$ cat config.mk
export PLATFORM = sky130hd
export DESIGN_NAME = jt10_adpcma_enc_flat
export DESIGN_NICKNAME = d
export VERILOG_FILES = /design/src/rtl/jt10_adpcma_enc_if.sv /design/src/rtl/jt10_adpcma_enc.sv /design/src/flat_wrapper.sv
export SDC_FILE = /design/constraint.sdc
export NUM_CORES = 1
export LEC_CHECK = 0
export ABC_AREA = 1
export CORE_MARGIN = 2
export CORE_UTILIZATION = 32
export CTS_CLUSTER_DIAMETER = 120
export DETAILED_ROUTE_END_ITERATION = 6
export RECOVER_POWER = 100
export SETUP_SLACK_MARGIN = 0.3
export SYNTH_ARGS = -nofsm -noshare
export SYNTH_HDL_FRONTEND = slang
export SYNTH_SLANG_ARGS = --single-unit
$ cat constraint.sdc
create_clock -name clk -period 27.3 [get_ports clk]
set_input_delay 6.825 -clock clk [delete_from_list [all_inputs] [get_ports clk]]
set_output_delay 6.825 -clock clk [all_outputs]
set_load 0.02 [all_outputs]
$ cat src/rtl/jt10_adpcma_enc_if.sv
// Stream interface for the ADPCM-A encoder.
// Carries the PCM sample handshake, the flush request and the packed-byte handshake.
// master: sample producer / byte consumer.  slave: the encoder.
interface jt10_adpcma_enc_if;
  logic [15:0] pcm_in;
  logic        pcm_valid;
  logic        pcm_ready;
  logic        flush;
  logic [7:0]  dout;
  logic        dout_valid;
  logic        dout_ready;

  modport master (
    output pcm_in, pcm_valid, flush, dout_ready,
    input  pcm_ready, dout, dout_valid
  );

  modport slave (
    input  pcm_in, pcm_valid, flush, dout_ready,
    output pcm_ready, dout, dout_valid
  );
endinterface

$ cat src/rtl/jt10_adpcma_enc.sv
// Single-channel ADPCM-A (YM2610) encoder.
// Each accepted 16-bit PCM sample (pcm_in[15:4] used) yields one 4-bit nibble
// {sign, mag} found by a 3-step successive approximation against the current
// step size; the internal predictor is updated exactly as the channel decoder
// would, so the emitted stream replays bit-exactly. Nibbles are packed two per
// byte, high nibble first.
// Ports:
//   clk, rst_n     clock, asynchronous active-low reset
//   cen            clock enable, all state advances only when high
//   clr            synchronous predictor clear (leaves a presented byte alone)
//   bus            sample / flush / byte stream (slave side)
//   busy           sample in flight or half byte pending
//   acc            reconstructed 12-bit signed predictor
//   step_idx       step table index 0..48
//   byte_cnt       bytes emitted since reset/clr, saturating
module jt10_adpcma_enc #(
  parameter int unsigned CNTW = 20
) (
  input  logic                clk,
  input  logic                rst_n,
  input  logic                cen,
  input  logic                clr,
  jt10_adpcma_enc_if.slave    bus,
  output logic                busy,
  output logic [11:0]         acc,
  output logic [5:0]          step_idx,
  output logic [CNTW-1:0]     byte_cnt
);

  typedef enum logic [2:0] {IDLE, SAR2, SAR1, SAR0, UPD} state_t;

  state_t       state;
  logic         started;
  logic         half;
  logic [3:0]   hi;
  logic [7:0]   dout_r;
  logic         dout_valid_r;
  logic         sign;
  logic [2:0]   mag;
  logic [12:0]  rem;

  // Step size for the current index.
  function automatic logic [10:0] step_of(input logic [5:0] i);
    case (i)
      6'd0:  return 11'd16;   6'd1:  return 11'd17;   6'd2:  return 11'd19;   6'd3:  return 11'd21;
      6'd4:  return 11'd23;   6'd5:  return 11'd25;   6'd6:  return 11'd28;   6'd7:  return 11'd31;
      6'd8:  return 11'd34;   6'd9:  return 11'd37;   6'd10: return 11'd41;   6'd11: return 11'd45;
      6'd12: return 11'd50;   6'd13: return 11'd55;   6'd14: return 11'd60;   6'd15: return 11'd66;
      6'd16: return 11'd73;   6'd17: return 11'd80;   6'd18: return 11'd88;   6'd19: return 11'd97;
      6'd20: return 11'd107;  6'd21: return 11'd118;  6'd22: return 11'd130;  6'd23: return 11'd143;
      6'd24: return 11'd157;  6'd25: return 11'd173;  6'd26: return 11'd190;  6'd27: return 11'd209;
      6'd28: return 11'd230;  6'd29: return 11'd253;  6'd30: return 11'd279;  6'd31: return 11'd307;
      6'd32: return 11'd337;  6'd33: return 11'd371;  6'd34: return 11'd408;  6'd35: return 11'd449;
      6'd36: return 11'd494;  6'd37: return 11'd544;  6'd38: return 11'd598;  6'd39: return 11'd658;
      6'd40: return 11'd724;  6'd41: return 11'd796;  6'd42: return 11'd876;  6'd43: return 11'd963;
      6'd44: return 11'd1060; 6'd45: return 11'd1166; 6'd46: return 11'd1282; 6'd47: return 11'd1411;
      default: return 11'd1552;
    endcase
  endfunction

  // Decoder reconstruction: acc +/- ((2*mag+1)*step)>>3, in 14 bits to expose overflow.
  function automatic logic signed [13:0] recon(input logic [11:0] a, input logic s,
                                               input logic [2:0] m, input logic [10:0] st);
    logic [14:0]        prod;
    logic signed [13:0] base;
    logic signed [13:0] diff;
    prod = 15'({m, 1'b1}) * 15'(st);
    base = $signed({{2{a[11]}}, a});
    diff = $signed({2'b00, prod[14:3]});
    return s ? (base - diff) : (base + diff);
  endfunction

  logic [10:0]        step;
  logic [12:0]        step13;
  logic signed [12:0] delta_c;
  logic               pcm_ready_c;
  logic               accept;
  logic [CNTW-1:0]    cnt_inc;

  assign step        = step_of(step_idx);
  assign step13      = {2'b00, step};
  assign delta_c     = $signed({bus.pcm_in[15], bus.pcm_in[15:4]}) - $signed({acc[11], acc});
  assign pcm_ready_c = started && (state == IDLE) && !dout_valid_r && !clr;
  assign accept      = bus.pcm_valid && pcm_ready_c;
  assign cnt_inc     = (&byte_cnt) ? byte_cnt : byte_cnt + CNTW'(1);

  assign bus.pcm_ready  = pcm_ready_c;
  assign bus.dout       = dout_r;
  assign bus.dout_valid = dout_valid_r;
  assign busy           = (state != IDLE) || half;

  // Overflow handling: shrink mag until the predictor stays in range, then flip sign.
  logic [2:0]         upd_mag;
  logic               upd_sign;
  logic signed [13:0] upd_new;
  logic signed [7:0]  adj;
  logic signed [7:0]  nidx;
  logic [5:0]         upd_idx;

  always_comb begin
    upd_mag  = mag;
    upd_sign = sign;
    upd_new  = recon(acc, upd_sign, upd_mag, step);
    for (int i = 0; i < 8; i++) begin
      if ((upd_new > 14'sd2047) || (upd_new < -14'sd2048)) begin
        if (upd_mag != 3'd0) upd_mag = upd_mag - 3'd1;
        else                 upd_sign = ~upd_sign;
        upd_new = recon(acc, upd_sign, upd_mag, step);
      end
    end
    case (upd_mag)
      3'd4:    adj = 8'sd2;
      3'd5:    adj = 8'sd5;
      3'd6:    adj = 8'sd7;
      3'd7:    adj = 8'sd9;
      default: adj = -8'sd1;
    endcase
    nidx = $signed({2'b00, step_idx}) + adj;
    if (nidx < 8'sd0)       upd_idx = 6'd0;
    else if (nidx > 8'sd48) upd_idx = 6'd48;
    else                    upd_idx = nidx[5:0];
  end

  // Encoder FSM, packing and byte handshake.
  always_ff @(posedge clk or negedge rst_n) begin
    if (!rst_n) begin
      state        <= IDLE;
      started      <= 1'b0;
      acc          <= 12'd0;
      step_idx     <= 6'd0;
      byte_cnt     <= '0;
      half         <= 1'b0;
      hi           <= 4'd0;
      dout_r       <= 8'd0;
      dout_valid_r <= 1'b0;
      sign         <= 1'b0;
      mag          <= 3'd0;
      rem          <= 13'd0;
    end else begin
      started <= 1'b1;
      if (cen) begin
        if (dout_valid_r && bus.dout_ready) dout_valid_r <= 1'b0;
        if (clr) begin
          acc      <= 12'd0;
          step_idx <= 6'd0;
          state    <= IDLE;
          half     <= 1'b0;
          byte_cnt <= '0;
        end else begin
          case (state)
            IDLE: begin
              if (accept) begin
                sign  <= delta_c[12];
                rem   <= delta_c[12] ? 13'(-delta_c) : 13'(delta_c);
                mag   <= 3'd0;
                state <= SAR2;
              end else if (bus.flush && half && !dout_valid_r) begin
                dout_r       <= {hi, 4'h0};
                dout_valid_r <= 1'b1;
                half         <= 1'b0;
                byte_cnt     <= cnt_inc;
              end
            end
            SAR2: begin
              if (rem >= step13) begin
                mag[2] <= 1'b1;
                rem    <= rem - step13;
              end
              state <= SAR1;
            end
            SAR1: begin
              if (rem >= {3'b000, step[10:1]}) begin
                mag[1] <= 1'b1;
                rem    <= rem - {3'b000, step[10:1]};
              end
              state <= SAR0;
            end
            SAR0: begin
              if (rem >= {4'b0000, step[10:2]}) mag[0] <= 1'b1;
              state <= UPD;
            end
            UPD: begin
              acc      <= upd_new[11:0];
              step_idx <= upd_idx;
              if (!half) begin
                hi   <= {upd_sign, upd_mag};
                half <= 1'b1;
              end else begin
                dout_r       <= {hi, upd_sign, upd_mag};
                dout_valid_r <= 1'b1;
                half         <= 1'b0;
                byte_cnt     <= cnt_inc;
              end
              state <= IDLE;
            end
            default: state <= IDLE;
          endcase
        end
      end
    end
  end

endmodule

$ cat src/flat_wrapper.sv
// flat-port wrapper written by rule: the top's interface ports become plain ports
module jt10_adpcma_enc_flat 
#(
  parameter int unsigned CNTW = 20
)
  (clk, rst_n, cen, clr, busy, acc, step_idx, byte_cnt, bus_pcm_in, bus_pcm_valid, bus_flush, bus_dout_ready, bus_pcm_ready, bus_dout, bus_dout_valid);
  jt10_adpcma_enc_if bus_i ();
  input  logic clk;
  input  logic rst_n;
  input  logic cen;
  input  logic clr;
  output logic busy;
  output logic [11:0] acc;
  output logic [5:0] step_idx;
  output logic [CNTW-1:0] byte_cnt;
  input wire logic [$bits(bus_i.pcm_in)-1:0] bus_pcm_in;
  input wire logic [$bits(bus_i.pcm_valid)-1:0] bus_pcm_valid;
  input wire logic [$bits(bus_i.flush)-1:0] bus_flush;
  input wire logic [$bits(bus_i.dout_ready)-1:0] bus_dout_ready;
  output wire logic [$bits(bus_i.pcm_ready)-1:0] bus_pcm_ready;
  output wire logic [$bits(bus_i.dout)-1:0] bus_dout;
  output wire logic [$bits(bus_i.dout_valid)-1:0] bus_dout_valid;
  assign bus_i.pcm_in = bus_pcm_in;
  assign bus_i.pcm_valid = bus_pcm_valid;
  assign bus_i.flush = bus_flush;
  assign bus_i.dout_ready = bus_dout_ready;
  assign bus_pcm_ready = bus_i.pcm_ready;
  assign bus_dout = bus_i.dout;
  assign bus_dout_valid = bus_i.dout_valid;
  jt10_adpcma_enc #(.CNTW(CNTW)) u_core (.clk(clk), .rst_n(rst_n), .cen(cen), .clr(clr), .bus(bus_i), .busy(busy), .acc(acc), .step_idx(step_idx), .byte_cnt(byte_cnt));
endmodule
==> impl_summary.md, run 1 <==
Synth
The number of warnings issued by yosys is 0. By area, the combinational part of the netlist is dominated by adder cells. The fraction of the yosys area taken by sequential cells is 0.0681. The commonest cells after synthesis are 787 x nand2_1, 680 x inv_1, 396 x nor2_1. The netlist area before placement is approximately 27,000 sq um.

The adder and majority cell fraction of the synthesized area is 0.292. By area the synthesized netlist is led by ha_1 16%, fa_1 13%, nand2_1 11%, inv_1 9.5%, dfrtp_1 6.8%. Synthesis inferred 73 register bits. For this run, asynchronously set or reset flops after synthesis account for 1.00. Synthesis handed over a netlist of ~4,000 instances. The synthesized area per cell is 6.72 sq um.

Summed over all instances, the cell type with the most area after synthesis is ha_1. Yosys mapped a number of flops with a built-in enable equal to 0. Of the total synthesized cell area, the portion taken by AND, OR, NAND and NOR gates is 0.284. The post-synthesis compound-gate area fraction is 0.147. The area share of the largest cell type after synthesis is 0.162. The most frequently used flop master after synthesis is dfrtp_1.

Of the post-synthesis cell area, the part taken by muxes is 0. The number of nets in the synthesized netlist is roughly 4,500. The number of distinct library cells after synthesis is 75. The parity-gate share of the synthesized area counting xor and xnor cells is 0.0899. Among all cell types in the netlist, the one instantiated most often is nand2_1.

Clocking
The clock tree from TritonCTS is done. The count of hold-fix buffers inserted at cts is 0. Buffers inserted during clock tree synthesis total 9. The clock latency reported for the late side of the worst-skew pair is roughly 0.36 ns.

The tree built by TritonCTS fans out to between 70 and 80 sinks. The clock slew seen by the registers of the worst setup and hold paths is about 0.07 ns. The root buffer cell chosen for the clock tree is clkbuf_16. The number of buffers on the longest clock path is 2. In this run the number of H-tree levels came out at 3.

Timing
Subtracting the final worst setup slack from the clock period gives between 20 and 30 ns. Setup repair after global routing could not meet its margin everywhere. The transition time at the pin with the least slew margin is roughly 3.2 ns.

In this run the tightest slew margin relative to its limit is -1.12. The number of setup violations in the final report is 5. The number of slew-limit violations in the final report is 56. Across all hold checks on the routed design, the worst slack comes to between 0.4 and 0.5 ns. The maximum operating frequency is ~36 MHz.

On the final layout, the worst clock skew is around 0.014 ns. In the finished design, the share of the clock period the worst path needs comes to 1.03. The hold violation count in the final report is 0. Once routing completed, OpenROAD measured the worst setup slack at -0.706 ns.

Global routing
The initial antenna violation count is 1. The most used routing layer in global routing is met2. Entering global routing, the biggest net connects 56 pins.

The met3 demand-to-capacity share in global routing is 0.0219. The global routing usage on met2 is 0.352. In the global route stage, overall resource usage came out at 0.206. After global routing the overflow that remains totals 0. The first global-routing pass estimated around 140,000 microns of wire. The met1 demand-to-capacity share in global routing is 0.276. The via count of the first global-routing pass is approximately 27,000.

Routing
The number of DRC violations after detailed-routing iteration 0 is ~1,500. Using the TritonRoute via totals, the vias-per-cell ratio works out to about 4.8. The antenna violation net count after detailed routing is 0. The detailed-route DRC error count is 0.

The overall routed net length is just over 90,000 microns. The post-detailed-route wirelength per cell is 15.3 microns. The via total after detailed routing is around 29,000.

The first-pass iteration count of the detailed router is 5.

Critical path
The number of cells on the worst reg-to-reg path is 181. The slack of the worst reg-to-reg path is -0.71 ns. The maximum fanout encountered on the critical timing path is 6. The critical path is of the flop to flop type.

Among all stages on the critical path, the largest delay is contributed by fa_2. STA puts the critical path data required time at ~28 ns. The critical path launch point type is a flop. The most numerous cell on the critical path is nand2_2.

The worst reg2reg path startpoint is u_core.step_idx[1]$_DFFE_PN0P_. Data on the critical path arrives at its endpoint at 28.23 ns. The endpoint of the worst register-to-register path is u_core.acc[11]$_DFFE_PN0P_.

The worst setup path is captured at a flop. The worst stage delay on the critical path is approximately 0.55 ns.

Finish
The final-stage net count is 5,459. The layout cell share with drive strength beyond 1 is 0.307. The number of fillers in the final layout is 8,369. From synthesis to final layout, the design area changed by 40.7%. The antenna diode count is 0.

Placed design
The final RePlAce weighted congestion is roughly 0.9. Summed over all nets, the half-perimeter wirelength after detailed placement is 73,000 microns. In this run the tool buffered the top-level ports with 67 buffer cells.

Min path
The startpoint identified for the worst hold timing path is u_core.bus.dout[5]$_DFFE_PN0P_. The endpoint of the worst hold-timing path is u_core.bus.dout[5]$_DFFE_PN0P_. Along the worst hold path, the cell count comes to 2. The type of the most critical hold path is flop to flop.

Floorplan
The overall die width is 294 microns. For this configuration, the core starts out at a cell density of 0.322. In this run the standard cell core region covers approximately 83,000 sq um. The count of pins on the block boundary is 72. The floorplan has around 110 rows. From bottom edge to top edge, the die measures between 200 and 300 microns. The die covers between 80,000 and 90,000 sq um.

Run
The tool flagged a number of max-cap violations equal to 1.

Outcome
The checks that failed: max-capacitance violations, max-slew violations, negative setup slack. The run finished, with violations left.
critical path: cells and delay by family (launching register included):
family	cells	cell delay, ns
fa+ha+maj	27	9.97
simple gates	73	6.94
compound gates	39	5.79
buf+inv	30	2.60
xor+xnor	12	2.07
flops	1	0.48
how the worst max path moves through the flow:
| stage | startpoint | end | slack (ns) | cells past startpoint |
|---|---|---|---|---|
| final | u_core.step_idx[1]$_DFFE_PN0P_ | u_core.acc[11]$_DFFE_PN0P_ | -0.71 | 181 |
| after global routing | u_core.step_idx[1]$_DFFE_PN0P_ | u_core.acc[11]$_DFFE_PN0P_ | -2.46 | 191 |
| after CTS | u_core.step_idx[0]$_DFFE_PN0P_ | u_core.acc[11]$_DFFE_PN0P_ | -1.02 | 194 |
| after detailed placement | u_core.step_idx[0]$_DFFE_PN0P_ | u_core.acc[11]$_DFFE_PN0P_ | -1.64 | 186 |
| after global placement | u_core.step_idx[0]$_DFFE_PN0P_ | u_core.acc[11]$_DFFE_PN0P_ | -1.22 | 191 |
| after floorplan | u_core.step_idx[1]$_DFFE_PN0P_ | u_core.acc[11]$_DFFE_PN0P_ | 0.20 | 199 |
per-layer routing:
metal | up-vias | routed length, microns
met5 | - | 0
met4 | 0 | 2710
met3 | 129 | 4410
met2 | 625 | 42800
met1 | 13500 | 41900
li1 | 14700 | -
metrics by stage:
step / TNS (ns) / cells / util / setup slack, ns / area [sq um]
global placement: -9.39 / 5878 / 0.419 / -1.22 / 34900
finish: -1.79 / 5998 / 0.453 / -0.706 / 37800
CTS: -3.51 / 5927 / 0.430 / -1.02 / 35800
detailed placement: -14.34 / 5878 / 0.419 / -1.64 / 34900
floorplan: 0 / 3993 / - / 0.204 / 27200
global route: -31.63 / 5998 / 0.453 / -2.46 / 37800
logic make-up (layout without fill, tap and decap cells):
family                     Yosys count  after routing
and+or+nand+nor                   1671           1671
adders and majority gates          522            522
other                                1              1
DFF                                 73             73
AOI/OAI and AO/OA                  667            667
xor gates and xnor gates           266            266
buffers and inverters              793           1718
sequential cells by signal (all words and copies together) (netlist names):
| name | flops |
|---|---|
| u_core.byte_cnt | 20 |
| u_core.rem | 13 |
| u_core.acc | 12 |
| u_core.bus.dout | 8 |
| u_core.step_idx | 6 |
| u_core.hi | 4 |
| u_core.mag | 3 |
| u_core.state | 3 |
| u_core.bus.dout_valid | 1 |
| u_core.half | 1 |
| u_core.sign | 1 |
| u_core.started | 1 |
cells in the final DEF (no fill, tap or decap), drive strengths merged, types with 4 or more instances in the layout:
| cell | netlist | layout |
|---|---|---|
| a2111oi | 5 | 5 |
| a21o | 16 | 16 |
| a21oi | 253 | 253 |
| a221oi | 6 | 6 |
| a31oi | 29 | 29 |
| a32o | 12 | 12 |
| a41oi | 5 | 5 |
| and2 | 32 | 32 |
| buf | 20 | 916 |
| clkbuf | 50 | 13 |
| clkdlybuf4s50 | 0 | 29 |
| clkinv | 17 | 17 |
| dfrtp | 73 | 73 |
| dlygate4sd3 | 2 | 37 |
| fa | 175 | 175 |
| ha | 347 | 347 |
| inv | 701 | 703 |
| nand2 | 880 | 880 |
| nand3 | 196 | 196 |
| nand3b | 18 | 18 |
| nand4 | 44 | 44 |
| nor2 | 417 | 417 |
| nor3 | 41 | 41 |
| nor3b | 4 | 4 |
| nor4 | 13 | 13 |
| o211ai | 23 | 23 |
| o21a | 7 | 7 |
| o21ai | 213 | 213 |
| o21bai | 60 | 60 |
| o22ai | 7 | 7 |
| o311ai | 6 | 6 |
| o31ai | 11 | 11 |
| or2 | 25 | 25 |
| xnor2 | 72 | 72 |
| xor2 | 194 | 194 |
final cells by class:
class	count	area [sq um]	share of cell area
Sequential cell	73	1830	0.0484
Tap cell	1080	1350	0.0358
Inverter	718	2730	0.0723
Multi-Input combinational cell	3127	23900	0.632
Clock inverter	5	58.8	0.00156
Clock buffer	10	229	0.00606
Timing Repair Buffer	985	7690	0.204
what timing repair did:
| action | 4_1_cts | 5_1_grt |
|---|---|---|
| hold endpoints to repair | 0 | 0 |
| resized for setup | 100 | 353 |
| gates cloned | 0 | 0 |
| pin swaps | 43 | 176 |
| setup buffers | 34 | 71 |
| setup endpoints to repair | 19 | 26 |
Power of run 1 is left out: the tool's default activity adds up to more than one toggle a clock period on the data nets, which glitch-free logic cannot reach.
==> run 2: changes to the inputs <==
--- a/config.mk
+++ b/config.mk
@@ -5,10 +5,8 @@
 export SDC_FILE = /design/constraint.sdc
 export NUM_CORES = 1
 export LEC_CHECK = 0
-export ABC_AREA = 1
 export CORE_MARGIN = 2
 export CORE_UTILIZATION = 32
-export CTS_CLUSTER_DIAMETER = 120
 export DETAILED_ROUTE_END_ITERATION = 6
 export RECOVER_POWER = 100
 export SETUP_SLACK_MARGIN = 0.3
==> run 2 against run 1 <==
Compared with the run above: the run still ends with max-capacitance violations, max-slew violations, negative setup slack left; hold slack improved by 0.017 ns; first-iteration DRC count grew 44%; synthesized cell count shrank 6.8%; register-to-register slack got worse by 5.6 ns; routed wire length is 16% higher; critical endpoint unchanged; largest cell class unchanged; highest routed layer is now met5.
==> impl_summary.md, run 2 <==
Placed design
The count of buffers from port buffering is 67 (unchanged). The detailed placement HPWL was 83,200 microns (was 73,000 microns). The final RePlAce weighted congestion is 0.924 (was 0.921).

Clocking
The total clock sinks was 73 (unchanged). The number of buffers on the longest clock path is 2 (unchanged). The clock tree from TritonCTS is done (unchanged).

The clock latency reported for the late side of the worst-skew pair came to 0.37 ns (was 0.36 ns). The buffer cell driving the clock tree root is clkbuf_16 (unchanged). The clock buffer count from CTS is 9 (unchanged). The clock slew seen by the registers of the worst setup and hold paths was 0.08 ns (was 0.07 ns). The depth of the CTS H-tree is 3 (unchanged).

Min path
The type of the most critical hold path was flop to flop (unchanged). The depth of the worst hold-timing path is 1 (was 2). The endpoint of the worst hold-timing path is u_core.bus.dout[4]$_DFFE_PN0P_ (was u_core.bus.dout[5]$_DFFE_PN0P_). The origin of the worst min-delay path is u_core.bus.dout[4]$_DFFE_PN0P_ (was u_core.bus.dout[5]$_DFFE_PN0P_).

Synth
The number of synthesized register bits is 73 (unchanged). The number of distinct library cells after synthesis is 131 (was 75). The number of flops mapped to enable cells by yosys is 0 (unchanged). The synthesized netlist net count came to 4,268 (was 4,538). The number of warnings issued by yosys is 0 (unchanged). The share of synthesized registers carrying an async set or reset was 1.00 (unchanged).

The largest area contributor in the netlist is ha_1 (unchanged). The most instantiated library cell after synthesis is nand2_1 (unchanged). The synthesized area per cell is 7.56 sq um (was 6.72 sq um).

The synthesized netlist cell count is 3,723 (was 3,993). The area share of the largest cell type after synthesis came to 0.154 (was 0.162). The netlist area before placement is 28,200 sq um (was 26,800 sq um). The most frequently used flop master after synthesis was dfrtp_1 (unchanged).

Main area contributors after synthesis: ha_1 15%, fa_1 12%, dfrtp_1 6.5%, xnor2_1 6.0%, nand2_1 5.1% (was ha_1 16%, fa_1 13%, nand2_1 11%, inv_1 9.5%, dfrtp_1 6.8%). List of most frequent post-synthesis cells: 382 x nand2_1, 371 x nor2_1, 347 x ha_1 (was 787 x nand2_1, 680 x inv_1, 396 x nor2_1). The fraction of the yosys area taken by sequential cells is 0.0649 (was 0.0681).

Timing
The slack of the critical path came to -6.34 ns (was -0.706 ns). The number of setup violations in the final report is 26 (was 5). The hold violation count in the final report is 0 (unchanged). The transition time at the pin with the least slew margin is 4.34 ns (was 3.18 ns).

The final period utilization was 1.23 (was 1.03). The time the worst path needs with I/O delays and setup came to 33.64 ns (was 28.01 ns). The maximum operating frequency is 29.7 MHz (was 35.7 MHz).

The setup skew after layout came to 0.0148 ns (was 0.0136 ns). The worst slew margin relative to its limit is -1.89 (was -1.12). The number of slew-limit violations in the final report came to 122 (was 56). RSZ-0062 raised after global routing: true (unchanged).

Global routing
The initial antenna violation count is 2 (was 1). The global-route wire length before repair is 167,000 microns (was 142,000 microns). The total congestion overflow came to 0 (unchanged). The largest net degree at the start of global routing was 74 (was 56). The via count of the first global-routing pass came to 30,900 (was 27,400). The global-route usage over all layers is 0.232 (was 0.206).

Floorplan
The overall die width was 301 microns (was 294 microns). The area of the die is 90,400 sq um (was 86,200 sq um). The effective utilization at floorplan was 0.324 (was 0.322).

The total core area is 87,000 sq um (was 83,300 sq um). The height of the die is 301 microns (was 294 microns). The count of pins on the block boundary came to 72 (unchanged). The row count was 108 (was 106).

Finish
The most flop-heavy register was u_core.byte_cnt (unchanged). The layout cell share with drive strength beyond 1 is 0.351 (was 0.307). The most common cell after layout, fill and taps aside is buf_4 (unchanged). The final-stage net count is 5,483 (was 5,459). Most used cells in the layout excluding fill and tap cells: 1,204 x buf_4, 359 x nand2_1, 346 x nor2_1, 323 x ha_1, 285 x inv_1 (was 889 x buf_4, 727 x nand2_1, 638 x inv_1, 354 x nor2_1, 299 x ha_1). The area growth from synthesis to layout is 48.5% (was 40.7%). Biggest registers after layout: u_core.byte_cnt x20, u_core.rem x13, u_core.acc x12 (unchanged). The number of flip-flops in the largest register is 20 (unchanged). The core occupancy in the finished layout is 0.481 (was 0.453).

The antenna diode count is 0 (unchanged).

Routing
The wire length the detailed router placed on met1 was 47,600 microns (was 41,900 microns). The met3 wire length is 5550 microns (was 4410 microns). The detailed-route DRC error count is 0 (unchanged). The total met2 wirelength after detailed routing came to 49,100 microns (was 42,800 microns). The antenna violation net count after detailed routing was 0 (unchanged). The average via count per standard cell is 5.17 (was 4.82).

The via total after detailed routing came to 31,500 (was 28,900). The top layer used by detailed routing was met5 (was met4). The post-detailed-route wirelength per cell is 17.5 microns (was 15.3 microns). The number of DRC violations after detailed-routing iteration 0 is 2,195 (was 1,526). The overall routed net length was 107,000 microns (was 91,800 microns). The first-pass iteration count of the detailed router is 5 (unchanged).

Critical path
The critical path endpoint category is a flop (unchanged). The maximum fanout encountered on the critical timing path came to 6 (unchanged). The depth of the most critical reg-to-reg path was 189 (was 181).

The worst endpoint data arrival time is 33.90 ns (was 28.23 ns). The kind of critical path is flop to flop (unchanged). The critical path launch point type is a flop (unchanged). The worst reg2reg path startpoint is u_core.step_idx[0]$_DFFE_PN0P_ (was u_core.step_idx[1]$_DFFE_PN0P_).

The most numerous cell on the critical path was buf_4 (was nand2_2). The launch point of the critical path is u_core.step_idx[0]$_DFFE_PN0P_ (was u_core.step_idx[1]$_DFFE_PN0P_). The endpoint of the worst register-to-register path was u_core.acc[11]$_DFFE_PN0P_ (unchanged).

The critical path data required time was 27.56 ns (was 27.53 ns). The cell with the biggest individual delay on the critical path was fa_1 (was fa_2). The worst stage delay on the critical path is 0.57 ns (was 0.55 ns). The slack of the worst reg-to-reg path came to -6.34 ns (was -0.71 ns).

Outcome
Run status: finished with violations (unchanged). Violated checks: max-capacitance violations, max-slew violations, negative setup slack (unchanged).

Run
The max-capacitance violation count is 5 (was 1).
## run 2: worst max path at each step
stage | cells past startpoint | to | slack [ns]
floorplan | 182 | u_core.acc[11]$_DFFE_PN0P_ | -6.25
global placement | 168 | u_core.acc[11]$_DFFE_PN0P_ | -6.08
detailed placement | 169 | u_core.acc[11]$_DFFE_PN0P_ | -6.42
CTS | 175 | u_core.acc[11]$_DFFE_PN0P_ | -5.69
global route | 193 | u_core.acc[11]$_DFFE_PN0P_ | -7.80
finish | 189 | u_core.acc[11]$_DFFE_PN0P_ | -6.34
## run 2: stage by stage
| stage | cells | worst slack (ns) | setup TNS, ns | cell area [sq um] | hold slack, ns |
|---|---|---|---|---|---|
| 6_report | 6098 | -6.34 | -140.10 | 41800 | 0.502 |
| 2_1_floorplan | 3723 | -6.25 | -130.44 | 28900 | 0.471 |
| 3_3_place_gp | 5889 | -6.08 | -126.49 | 38300 | 0.490 |
| 3_5_place_dp | 5889 | -6.42 | -136.02 | 38300 | 0.497 |
| 5_1_grt | 6098 | -7.80 | -176.84 | 41800 | 0.522 |
| 4_1_cts | 6065 | -5.69 | -125.54 | 40900 | 0.513 |
## run 2: area by class of cell
| type | instances | area [sq um] |
|---|---|---|
| clock buffer | 9 | 225 |
| timing repair buffer | 1325 | 10300 |
| fill | 8369 | 45200 |
| tap | 1155 | 1450 |
| clock inverter | 7 | 68.8 |
| sequential | 73 | 1830 |
| multi-input combinational | 3218 | 26800 |
| inverter | 311 | 1180 |
## run 2: critical path, delay by kind of cell (launching register included)
family          cells  cell delay, ns
flops               1            0.40
fa+ha+maj          23            8.03
xor+xnor           13            2.27
simple gates       38            5.57
buf+inv            46            5.27
mux                 6            1.62
compound gates     63           10.27
## run 2: routing by layer
metal | track usage | vias up
met3 | 0.0224 | 200
met1 | 0.309 | 15000
li1 | - | 15500
met2 | 0.391 | 845
met5 | 0 | -
met4 | 0.0784 | 2
## run 2: kinds of logic after synthesis
kind of cell | synth area share
compound gates | 0.235
xor+xnor | 0.103
fa+ha+maj | 0.279
buf+inv | 0.0597
flops | 0.0649
mux | 0.0319
other cells | 0.000133
simple gates | 0.227
## run 2: repair_timing
action                                  in CTS  in global routing
buffers inserted                           159                 33
endpoints found under the setup margin      26                 26
gates resized for setup                    240                168
pin swaps                                  139                123
cloned                                       1                  0
hold buffers                                 0                  0
hold endpoints to repair                     0                  0
Power of run 2 is left out for the same reason.
